<file path="src/rtl/lcd_spi_rx.sv">
// Slave-side 4-wire SPI receiver for the LCD link: deserialises DCX-tagged
// bytes into a small FWFT FIFO and tracks the current command/parameter count.
module lcd_spi_rx #(
    parameter int FIFO_DEPTH = 4,
    parameter int CNT_W      = 8
) (
    input  logic                          clk,
    input  logic                          rst_n,
    input  logic                          csx,
    input  logic                          dcx,
    input  logic                          sck,
    input  logic                          sdo,
    output logic [7:0]                    rx_data,
    output logic                          rx_dc,
    output logic                          rx_valid,
    input  logic                          rx_ready,
    output logic [$clog2(FIFO_DEPTH):0]   fifo_level,
    output logic [7:0]                    cur_cmd,
    output logic [CNT_W-1:0]              param_cnt,
    output logic                          ovf,
    output logic                          frm_err,
    input  logic                          err_clr
);

    localparam int AW = $clog2(FIFO_DEPTH);

    typedef enum logic {S_IDLE, S_SHIFT} state_t;

    logic             r_csx, r_dcx, r_sck, r_sdo, r_sck_d;
    state_t           r_state;
    logic [2:0]       r_bitcnt;
    logic [6:0]       r_shreg;
    logic [8:0]       r_mem [FIFO_DEPTH];
    logic [AW-1:0]    r_wptr, r_rptr;
    logic [AW:0]      r_level;
    logic [7:0]       r_cmd;
    logic [CNT_W-1:0] r_pcnt;
    logic             r_ovf, r_frm;

    logic       w_rise, w_done, w_frm_set;
    logic       w_full, w_pop, w_wr, w_drop;
    logic [7:0] w_byte;
    logic [8:0] w_head;

    assign w_rise    = r_sck & ~r_sck_d;
    assign w_done    = (r_state == S_SHIFT) & ~r_csx & w_rise
                     & (r_bitcnt == 3'd7);
    assign w_frm_set = (r_state == S_SHIFT) & r_csx & (r_bitcnt != 3'd0);
    assign w_byte    = {r_shreg, r_sdo};
    assign w_full    = (r_level == (AW+1)'(FIFO_DEPTH));
    assign w_pop     = rx_valid & rx_ready;
    // A pop in the same cycle frees the slot, so a full FIFO still accepts.
    assign w_wr      = w_done & (~w_full | w_pop);
    assign w_drop    = w_done & w_full & ~w_pop;
    assign w_head    = r_mem[r_rptr];

    assign rx_data    = w_head[7:0];
    assign rx_dc      = w_head[8];
    assign rx_valid   = (r_level != '0);
    assign fifo_level = r_level;
    assign cur_cmd    = r_cmd;
    assign param_cnt  = r_pcnt;
    assign ovf        = r_ovf;
    assign frm_err    = r_frm;

    always_ff @(posedge clk or negedge rst_n) begin
        if (!rst_n) begin
            r_csx   <= 1'b1;
            r_dcx   <= 1'b0;
            r_sck   <= 1'b0;
            r_sdo   <= 1'b0;
            r_sck_d <= 1'b0;
        end else begin
            r_csx   <= csx;
            r_dcx   <= dcx;
            r_sck   <= sck;
            r_sdo   <= sdo;
            r_sck_d <= r_sck;
        end
    end

    always_ff @(posedge clk or negedge rst_n) begin
        if (!rst_n) begin
            r_state  <= S_IDLE;
            r_bitcnt <= 3'd0;
            r_shreg  <= 7'd0;
        end else begin
            unique case (r_state)
                S_IDLE: begin
                    r_bitcnt <= 3'd0;
                    if (!r_csx) begin
                        r_state <= S_SHIFT;
                        if (w_rise) begin
                            r_shreg  <= {r_shreg[5:0], r_sdo};
                            r_bitcnt <= 3'd1;
                        end
                    end
                end
                S_SHIFT: begin
                    if (r_csx) begin
                        r_state  <= S_IDLE;
                        r_bitcnt <= 3'd0;
                    end else if (w_rise) begin
                        r_shreg  <= {r_shreg[5:0], r_sdo};
                        r_bitcnt <= r_bitcnt + 3'd1;
                    end
                end
                default: r_state <= S_IDLE;
            endcase
        end
    end

    always_ff @(posedge clk or negedge rst_n) begin
        if (!rst_n) begin
            for (int i = 0; i < FIFO_DEPTH; i++) r_mem[i] <= 9'd0;
            r_wptr  <= '0;
            r_rptr  <= '0;
            r_level <= '0;
        end else begin
            if (w_wr) begin
                r_mem[r_wptr] <= {r_dcx, w_byte};
                r_wptr        <= r_wptr + AW'(1);
            end
            if (w_pop) r_rptr <= r_rptr + AW'(1);
            if (w_wr && !w_pop)      r_level <= r_level + (AW+1)'(1);
            else if (!w_wr && w_pop) r_level <= r_level - (AW+1)'(1);
        end
    end

    always_ff @(posedge clk or negedge rst_n) begin
        if (!rst_n) begin
            r_cmd  <= 8'd0;
            r_pcnt <= '0;
            r_ovf  <= 1'b0;
            r_frm  <= 1'b0;
        end else begin
            if (w_wr) begin
                if (!r_dcx) begin
                    r_cmd  <= w_byte;
                    r_pcnt <= '0;
                end else if (r_pcnt != '1) begin
                    r_pcnt <= r_pcnt + CNT_W'(1);
                end
            end
            // Set beats clear when both land in the same cycle.
            if (w_drop)       r_ovf <= 1'b1;
            else if (err_clr) r_ovf <= 1'b0;
            if (w_frm_set)    r_frm <= 1'b1;
            else if (err_clr) r_frm <= 1'b0;
        end
    end

endmodule

</file>
<file path="config.mk">
export PLATFORM = sky130hd
export DESIGN_NAME = lcd_spi_rx
export DESIGN_NICKNAME = d
export VERILOG_FILES = /design/src/rtl/lcd_spi_rx.sv
export SDC_FILE = /design/constraint.sdc
export NUM_CORES = 1
export LEC_CHECK = 0
export ABC_CLOCK_PERIOD_IN_PS = 6110
export BUFFER_PORTS_ARGS = -buffer_cell sky130_fd_sc_hd__buf_2
export CAP_MARGIN = 15
export CORE_MARGIN = 1.5
export CORE_UTILIZATION = 55
export DETAILED_ROUTE_END_ITERATION = 16
export PLACE_DENSITY_LB_ADDON = 0.25
export SETUP_SLACK_MARGIN = 0.15
export SLEW_MARGIN = 10
export SYNTH_ARGS = -nofsm -noshare
export SYNTH_HDL_FRONTEND = slang
export SYNTH_SLANG_ARGS = --single-unit
</file>
<file path="constraint.sdc">
create_clock -name clk -period 6.11 [get_ports clk]
set_clock_uncertainty 0.15 [all_clocks]
set_input_delay 0.9165 -clock clk [delete_from_list [all_inputs] [get_ports clk]]
set_output_delay 0.9165 -clock clk [all_outputs]
set_load 0.05 [all_outputs]
</file>
==> results of run 1 <==
==> path summary, 6_finish.rpt <==
| check | startpoint | to | slack [ns] |
|---|---|---|---|
| min in group asynchronous | rst_n | param_cnt[6] | 0.55 |
| min | r_sck | r_sck_d | 0.22 |
| max in group asynchronous | rst_n | r_shreg[5] | 4.64 |
| min reg2reg | r_sck | r_sck_d | 0.22 |
| max | r_rptr[0] | rx_data[0] | 3.05 |
| max reg2reg | r_sck_d | fifo_level[2] | 3.51 |
==> cell type report <==
cell class | instances | area [um^2]
multi-input cells | 145 | 1380
inverters | 12 | 50.0
clock buffers | 10 | 138
repair buffers | 38 | 193
fillers | 458 | 2100
clock inverters | 6 | 71.3
flip-flops and latches | 77 | 1930
well taps | 75 | 93.8
==> cell families (layout without fill, tap and decap cells) <==
kind of cell / Yosys count / count (layout) / synth area share
buf+inv: 18 / 66 / 0.0254
simple gates: 45 / 45 / 0.0749
fa+ha+maj: 10 / 10 / 0.0391
compound gates: 21 / 21 / 0.0391
xor+xnor: 7 / 7 / 0.0181
flops: 77 / 77 / 0.568
mux: 62 / 62 / 0.235
==> critical path, stage by stage, from the launching register on <==
cell and delay (ns):
dfrtp_1 0.81, mux4_2 0.61, buf_2 0.23
==> power by group through the flow <==
stage	Sequential (mW)	Combinational, mW	Clock, mW
finish	0.566	0.0407	0.399
global route	0.574	0.0453	0.429
CTS	0.567	0.0421	0.409
detailed placement	0.578	0.0420	0
global placement	0.577	0.0404	0
floorplan	0.565	0.0260	0
==> per-layer routing <==
metal / global-route usage / vias up / part of all wire
li1: - / 956 / -
met5: 0 / - / 0
met2: 0.296 / 29 / 0.46
met1: 0.277 / 1003 / 0.49
met4: 0.109 / 0 / 0.019
met3: 0.0367 / 9 / 0.025
==> metrics by stage <==
stage | cells | util | hold WS [ns] | area, um^2 | total power [mW]
after detailed placement | 347 | 0.612 | 0.204 | 3640 | 0.620
after floorplan | 240 | - | 0.197 | 3390 | 0.591
after global placement | 347 | 0.612 | 0.204 | 3640 | 0.617
after global routing | 363 | 0.647 | 0.237 | 3850 | 1.05
after CTS | 363 | 0.647 | 0.224 | 3850 | 1.02
final | 363 | 0.647 | 0.216 | 3850 | 1.01
==> cell usage in the layout (no fill, tap or decap), types with 2 or more instances in the layout <==
cell type,netlist,layout
buf_2,2,37
o211ai_1,2,2
nand2_2,5,5
clkbuf_8,0,10
mux2_2,52,52
inv_6,1,2
and2_1,2,2
clkinvlp_4,0,2
mux4_2,9,9
ha_1,9,9
o21ai_0,9,9
nor3_1,2,2
xor2_1,3,3
xnor2_1,4,4
clkinv_4,0,2
dfrtp_1,76,76
nand3_1,6,6
nand2_1,11,11
inv_1,11,11
o31ai_1,2,2
a21oi_1,3,3
nor2_1,8,8
==> registers in the layout, indices dropped and copies added (netlist names) <==
register    cells
r_sck           1
param_cnt       8
r_rptr          2
r_csx           1
frm_err         1
r_sck_d         1
r_state         1
fifo_level      3
r_sdo           1
r_wptr          2
r_bitcnt        3
r_shreg         7
cur_cmd         8
r_mem          36
ovf             1
r_dcx           1
==> impl_results.md, run 1 <==
- Hold path depth: 0
- First-pass GRT wire length: 9450 um
- Clock Latency Late Sink: approximately 0.35 ns
- Peak supply drop: 0.205 mV
- Post-synth EDFFs: 0
- Net Count, Synth: 258
- Die height: a little over 80 um
- Maximum capacitance violations: 0
- Grt total ovfl: 0
- Leakage: 1.93 nW
- Clk root buf: clkbuf_8
- Drt total wl: 5790 um
- Post-CTS setup buffers: 0
- # diodes: 0
- Clock share of power: 0.397
- CTS Hold Bufs: 0
- Setup crit end kind: output pin
- Post-synth top area share: 0.560
- Synthesized flop and latch total: 77
- Post-DP HPWL: between 3000 and 4000 um
- Slew @ Worst Pin: 0.943 ns
- Fin. Hold Viols: 0
- Max-slew violation count: 0
- Worst r2r path cells: 9
- Crit-path max FO: 11
- Setup WS pre-CTS: 3.11 ns
- Area leader, netlist: dfrtp_1
- Max frequency: 327 MHz
- Power Internal: 0.754 mW
- Setup Crit Path Kind: reg -> out
- Final nets: 301
- Pwr Density: 261 mW/mm^2
- Sw Pwr: 0.252 mW
- Global-route usage over all layers: 0.199
- Detailed-route via count: 1,997
- DR DRC count: 0
- Asr flop ratio synth: 1.00
- Mean Syn Cell Area: 14.1 um^2
- Flop pwr share: 0.563
- Worst-case clock buffer depth: 2
- H-tree Lvls: 3
- Synth area leaders: dfrtp_1, mux2_2, mux4_2, ha_1, o21ai_0
- Layout cell share with drive strength beyond 1: 0.438
- Synth top cells by count: dfrtp_1, mux2_2, inv_1, nand2_1
- Initial Util: 0.570
- Most numerous cell in the Yosys netlist: dfrtp_1
- Drt via density: 5.50
- Seq/Total Area, Yosys: 0.568
- Clock transition at path regs: approximately 0.08 ns
- CTS Buf Count: 9
- Io pins: 39
- Comb power frac: 0.040
- Drt first pass iters: 4
- Worst path arrival time: 1.99 ns
- TritonCTS clock tree: yes
- Fraction of power spent switching nets: 0.250
- # rows: 28
- Synth cell types: 40
- Routability cong.: roughly 0.84
- Setup TNS Final: 0 ns
- PortBufs: 38
- Critical path startpoint category: register
- Status: complete, no violations
- Mapped Cells: 240
- Vias in the first global route: 1,894
- Wire per inst: 16.0 um
- Largest net degree at the start of global routing: 78
- Final ANT Viol Nets: 0
- Hold/Removal Path Class: reg -> reg
- Yosys Warn Count: 0
- Post-synthesis cell area: about 0.0034 mm^2
- Relative slew slack: 0.372
- CP required: 5.04 ns
- Initial antenna violation count: 0
- Final setup viols: 0
- Final period util: 0.501
- RSZ-0062 raised after global routing: false
- Post-CTS sizing: 0
- Initial drt markers: 85
- Die area: 0.00665 mm^2
- Final worst slack: 3.05 ns
- Total core area: 0.00596 mm^2
- Fin crit period: 3.06 ns
- Area delta synth->final: 13.5%
- CTS Sinks: just under 80
- Chip Width: between 80 and 90 um
- Post-synth top flop: dfrtp_1
No activity file was read; power rests on OpenSTA's default activity.
==> inputs of run 2 (changes only) <==
ABC_CLOCK_PERIOD_IN_PS = 3050   (was 6110)
clock period = 3.05 ns   (was 6.11 ns; I/O delays follow)
==> run 2 against run 1 <==
- combinational power increased by 110%
- non-clock buffer count rose by 2
- routed wire length grew 3.3%
- critical path depth did not move
- register-to-register slack lost 3.0 ns
- count of clock-buffer cells in the layout is 1 lower
- critical path type unchanged
- largest power group unchanged
- cell area grew 1.1%
==> impl_results.md, run 2 (synthesis results as in run 1) <==
- Status: complete, no violations
- Crit-path max FO: 10
- Largest net degree at the start of global routing: 78
- DR DRC count: 0
- Max-slew violation count: 0
- Drt total wl: 5980 um
- Final period util: 0.848
- Initial antenna violation count: 0
- Final Hold Slack: 0.0586 ns
- RSZ-0062 raised after global routing: false
- Setup crit end kind: output pin
- Clock transition at path regs: 0.08 ns
- Die area: 0.00665 mm^2
- Post-CTS setup buffers: 0
- Final worst slack: 0.465 ns
- Slew @ Worst Pin: 0.951 ns
- Leading cell types in the layout, fill and taps excluded: dfrtp_1, mux2_2, buf_2, nand2_1, inv_1
- GR met2 Demand/Resource: 0.297
- Most common cell after layout, fill and taps aside: dfrtp_1
- Met3 Usage GRT: 0.0344
- PortBufs: 38
- Critical path startpoint category: register
- Worst r2r path cells: 7
- Die height: 81.5 um
- Final nets: 303
- TritonCTS clock tree: yes
- Layout cell share with drive strength beyond 1: 0.439
- Leakage: 1.96 nW
- Post-DP HPWL: 3760 um
- Fin crit period: 2.59 ns
- Peak supply drop: 0.391 mV
- CP startpoint: r_rptr[0]
- Initial Util: 0.570
- Final setup viols: 0
- Area delta synth->final: 14.8%
- Pwr Density: 547 mW/mm^2
- Final ANT Viol Nets: 0
- CTS Buf Count: 9
- Post-CTS sizing: 0
- Finished Layout Cells: 364
- Worst path arrival time: 1.98 ns
- M1 GR Usage: 0.289
- R2r endpoint: fifo_level[1]
- H-tree Lvls: 3
- Maximum capacitance violations: 0
- Grt total ovfl: 0
- Chip Width: 81.5 um
- Largest register FFs: 36
- Drt via density: about 5.6
- Initial drt markers: approximately 130
- Setup TNS Final: 0 ns
- Clk root buf: clkbuf_8
- Setup Crit Path Kind: reg -> out
- Total core area: just under 0.006 mm^2
- # diodes: 0
- Fin. Hold Viols: 0
- Placed Cells incl. Taps: 349
- CTS Sinks: 77
- Wire per inst: 16.4 um
- Global-route usage over all layers: 0.203
- CTS Hold Bufs: 0
- Vias in the first global route: 2,013
- CP required: 2.44 ns
- Detailed-route via count: between 2,000 and 2,500
- # rows: 28
- First-pass GRT wire length: around 9700 um
- Drt first pass iters: 4
- Relative slew slack: 0.366
- Hold/Removal Path Class: in -> reg
- Worst-case clock buffer depth: 2
- Top reg by flops: r_mem
- Max frequency: 387 MHz
- RR Startpoint: fifo_level[1]
- Routability cong.: 0.828
- Clock Latency Late Sink: 0.35 ns
- GRT Max-Usage Layer: met2
- Reg-to-reg setup timing slack: roughly 0.55 ns
- Post-layout util: 0.654
- CP Capture Point: rx_data[0]
- Io pins: 39
- Setup WS pre-CTS: 0.468 ns
[run 2: cell count changes in the layout (fill, tap and decap cells not counted)]
| cell | delta |
|---|---|
| buf_4 | +2 |
| bufinv_16 | +2 |
| clkbuf_8 | -1 |
| clkinv_2 | +1 |
| clkinvlp_4 | -2 |
| inv_6 | -1 |
[run 2: worst min path at each step]
stage	to	startpoint	depth (start not counted)
CTS	r_csx	csx	1
finish	r_csx	csx	1
global placement	r_sck_d	r_sck	0
floorplan	cur_cmd[0]	rst_n	0
detailed placement	r_sck_d	r_sck	0
global route	r_csx	csx	1
[run 2: metrics by stage]
step	cell area [um^2]	total power, mW
after CTS	3890	2.15
after floorplan	3390	1.18
after global routing	3890	2.20
final	3890	2.13
after global placement	3660	1.24
after detailed placement	3660	1.24
[run 2: area by class of cell]
cell class	instances	area, um^2
sequential	77	1930
clock buffer	9	124
fill	468	2060
multi-input combinational	145	1380
inverter	12	50.0
tap	75	93.8
timing repair buffer	40	208
clock inverter	6	113
[run 2: layer usage]
layer / up-vias / part of all wire
li1: 949 / -
met1: 1032 / 0.48
met2: 40 / 0.47
met3: 13 / 0.027
met4: 0 / 0.021
met5: - / 0
[run 2: where the power goes]
| group | leakage [nW] | switching [mW] | internal (mW) |
|---|---|---|---|
| Sequential | 1.03 | 0.0717 | 1.06 |
| Clock | 0.119 | 0.369 | 0.540 |
| Combinational | 0.815 | 0.0425 | 0.0419 |
[run 2: worst max-delay path, cell delays in order (launching register included)]
cell     delay [ns]
dfrtp_1        0.79
mux4_2         0.60
buf_2          0.23
==> inputs of run 3 (changes only) <==
ABC_AREA = 1   (was default)
ABC_CLOCK_PERIOD_IN_PS = 2560   (was 3050)
clock period = 2.56 ns   (was 3.05 ns; I/O delays follow)
==> run 3 against run 2 <==
- synthesized area up 2.4%
- power grew 74%
- non-clock buffer count is 7 higher
- count of clock-buffer cells in the layout up 1
- combinational power rose to 13 times the previous value
- largest cell class unchanged
- sequential power is 25% higher
- die area up 2.3%
- critical path depth grew 9
- highest routed layer unchanged
- via count grew 40%
- cell area up 5.5%
- critical endpoint is now fifo_level[2]
- utilization is 2.8 points higher
- routed wire length is 29% higher
==> impl_results.md, run 3 <==
- Area leader, netlist: dfrtp_1
- Asr flop ratio synth: 1.00
- Crit path cell chain: inv_1 > nand2_1 > nor2_4 > nand3_4 > inv_8 > ha_1 > inv_1 > fa_1 > a21oi_1 > o21ai_1 > xor2_1
- Synthesized flop and latch total: 77
- Pwr Density: approximately 900 mW/mm^2
- Final Hold Slack: 0.0880 ns
- Largest net degree at the start of global routing: 45
- CP most frequent cell: inv_1
- # fillers: between 500 and 600
- Drt via density: 5.19
- Post-synth top area share: 0.547
- # rows: 28
- Drt first pass iters: 4
- Slowest CP cell: fa_1
- Maximum capacitance violations: 0
- Post-DP HPWL: 5200 um
- Yosys Warn Count: 0
- Final period util: 0.876
- Layout cell share with drive strength beyond 1: 0.168
- Total chip power: 3.71 mW
- H-tree Lvls: 3
- Initial drt markers: between 200 and 250
- Final worst slack: between 0.3 and 0.4 ns
- Wire per inst: ~14 um
- CTS Sinks: 77
- Post-synth top flop: dfrtp_1
- Routability cong.: 0.832
- PortBufs: 38
- Relative slew slack: 0.624
- Area delta synth->final: 18.3%
- CP required: 2.64 ns
- Synth cell types: 25
- CTS Buf Count: 9
- TritonCTS clock tree: yes
- Detailed-route via count: ~2,900
- Global-route usage over all layers: 0.258
- Post-synthesis cell area: 0.00347 mm^2
- Initial antenna violation count: 0
- Final ANT Viol Nets: 0
- Die height: 82.5 um
- Post-synth EDFFs: 0
- Post-layout util: 0.682
- Drt total wl: 7700 um
- Leakage: 2.23 nW
- Largest register FFs: 36
- Setup crit end kind: register
- Seq/Total Area, Yosys: 0.555
- Top reg by flops: r_mem
- RSZ-0062 raised after global routing: false
- Finished Layout Cells: 550
- Mapped Cells: about 420
- Net Count, Synth: 436
- Setup TNS Final: 0 ns
- Initial Util: 0.577
- Die area: approximately 0.0068 mm^2
- Status: complete, no violations
- Total core area: 0.00603 mm^2
- Fin. Hold Viols: 0
- Final nets: 488
- DR DRC count: 0
- Leading cell types in the layout, fill and taps excluded: nand2_1, dfrtp_1, buf_2, nor2_1, o21ai_0
- Clk root buf: clkbuf_8
- Chip Width: 82.5 um
- Worst path arrival time: 2.32 ns
- # diodes: 0
- Io pins: 39
- Final setup viols: 0
- Reg-to-reg setup timing slack: 0.32 ns
- Crit-path max FO: 9
- Mean Syn Cell Area: 8.31 um^2
- Synth area leaders: dfrtp_1, nand2_1, nor2_1, o21ai_0, ha_1
- Clock transition at path regs: 0.08 ns
- Worst-case clock buffer depth: 2
- Vias in the first global route: 2,662
- Slew @ Worst Pin: 0.564 ns
- Cell area after placement: 0.00378 mm^2
- Critical path startpoint category: register
- Synth top cells by count: nand2_1, dfrtp_1, nor2_1
- First-pass GRT wire length: 12,700 um
- Setup Crit Path Kind: reg -> reg
- Hold/Removal Path Class: in -> reg
- Critical Path Max Stage Delay: 0.39 ns
- Most common cell after layout, fill and taps aside: nand2_1
- Max-slew violation count: 0
- Peak supply drop: 0.703 mV
- Fin crit period: 2.24 ns
- Grt total ovfl: 0
- Clock Latency Late Sink: 0.35 ns
- Setup WS pre-CTS: 0.139 ns
- Final instance area: 0.00411 mm^2
- Max frequency: between 400 and 500 MHz
- Placed Cells incl. Taps: 528
- Most numerous cell in the Yosys netlist: nand2_1
[run 3: repair_timing]
action                     in CTS  in global routing
hold endpoints to repair       46                  0
setup buffers                   1                  0
hold buffers                    5                  0
pin swaps                       0                  0
setup endpoints to repair       1                 10
gates resized for setup         2                  4
[run 3: logic make-up (layout without fill, tap and decap cells)]
logic type	Yosys count	count (layout)	synth area share
buf+inv	30	87	0.0331
compound gates	40	40	0.0627
fa+ha+maj	10	10	0.0382
flops	77	77	0.555
mux	1	1	0.00324
simple gates	255	255	0.295
xor+xnor	5	5	0.0126
[run 3: path summary, 6_finish.rpt]
check	startpoint	to	cells past startpoint
max in group asynchronous	rst_n	cur_cmd[5]	3
worst min register to register	r_sck	r_sck_d	0
worst max-delay path	r_sck_d	fifo_level[2]	11
worst min-delay path	err_clr	frm_err	2
worst max register to register	r_sck_d	fifo_level[2]	11
min in group asynchronous	rst_n	r_rptr[1]	2
[run 3: report_power, final]
part,internal [mW],total [mW],switching (mW)
clock network,0.746,1.19,0.446
registers,1.29,1.42,0.129
logic,0.283,1.10,0.815
total,2.32,3.71,1.39
[run 3: layer usage]
layer,GRT usage,part of all wire,vias to the layer above
li1,-,-,1416
met2,0.404,0.47,86
met5,0,0,-
met1,0.345,0.46,1342
met3,0.0780,0.055,11
met4,0.0797,0.013,0
[run 3: final cells by class]
cell class                 count  area (um^2)  area share
timing repair buffer          47          285      0.0694
inverter                      24          101      0.0247
clock buffer                  10          128      0.0311
multi-input combinational    311         1440       0.349
clock inverter                 6          135      0.0329
sequential                    77         1930       0.470
tap                           75         93.8      0.0228
[run 3: critical path: cells and delay by family (launching register included)]
family | cells | cell delay [ns]
fa+ha+maj | 2 | 0.54
simple gates | 3 | 0.43
flops | 1 | 0.37
compound gates | 2 | 0.27
buf+inv | 3 | 0.23
xor+xnor | 1 | 0.15
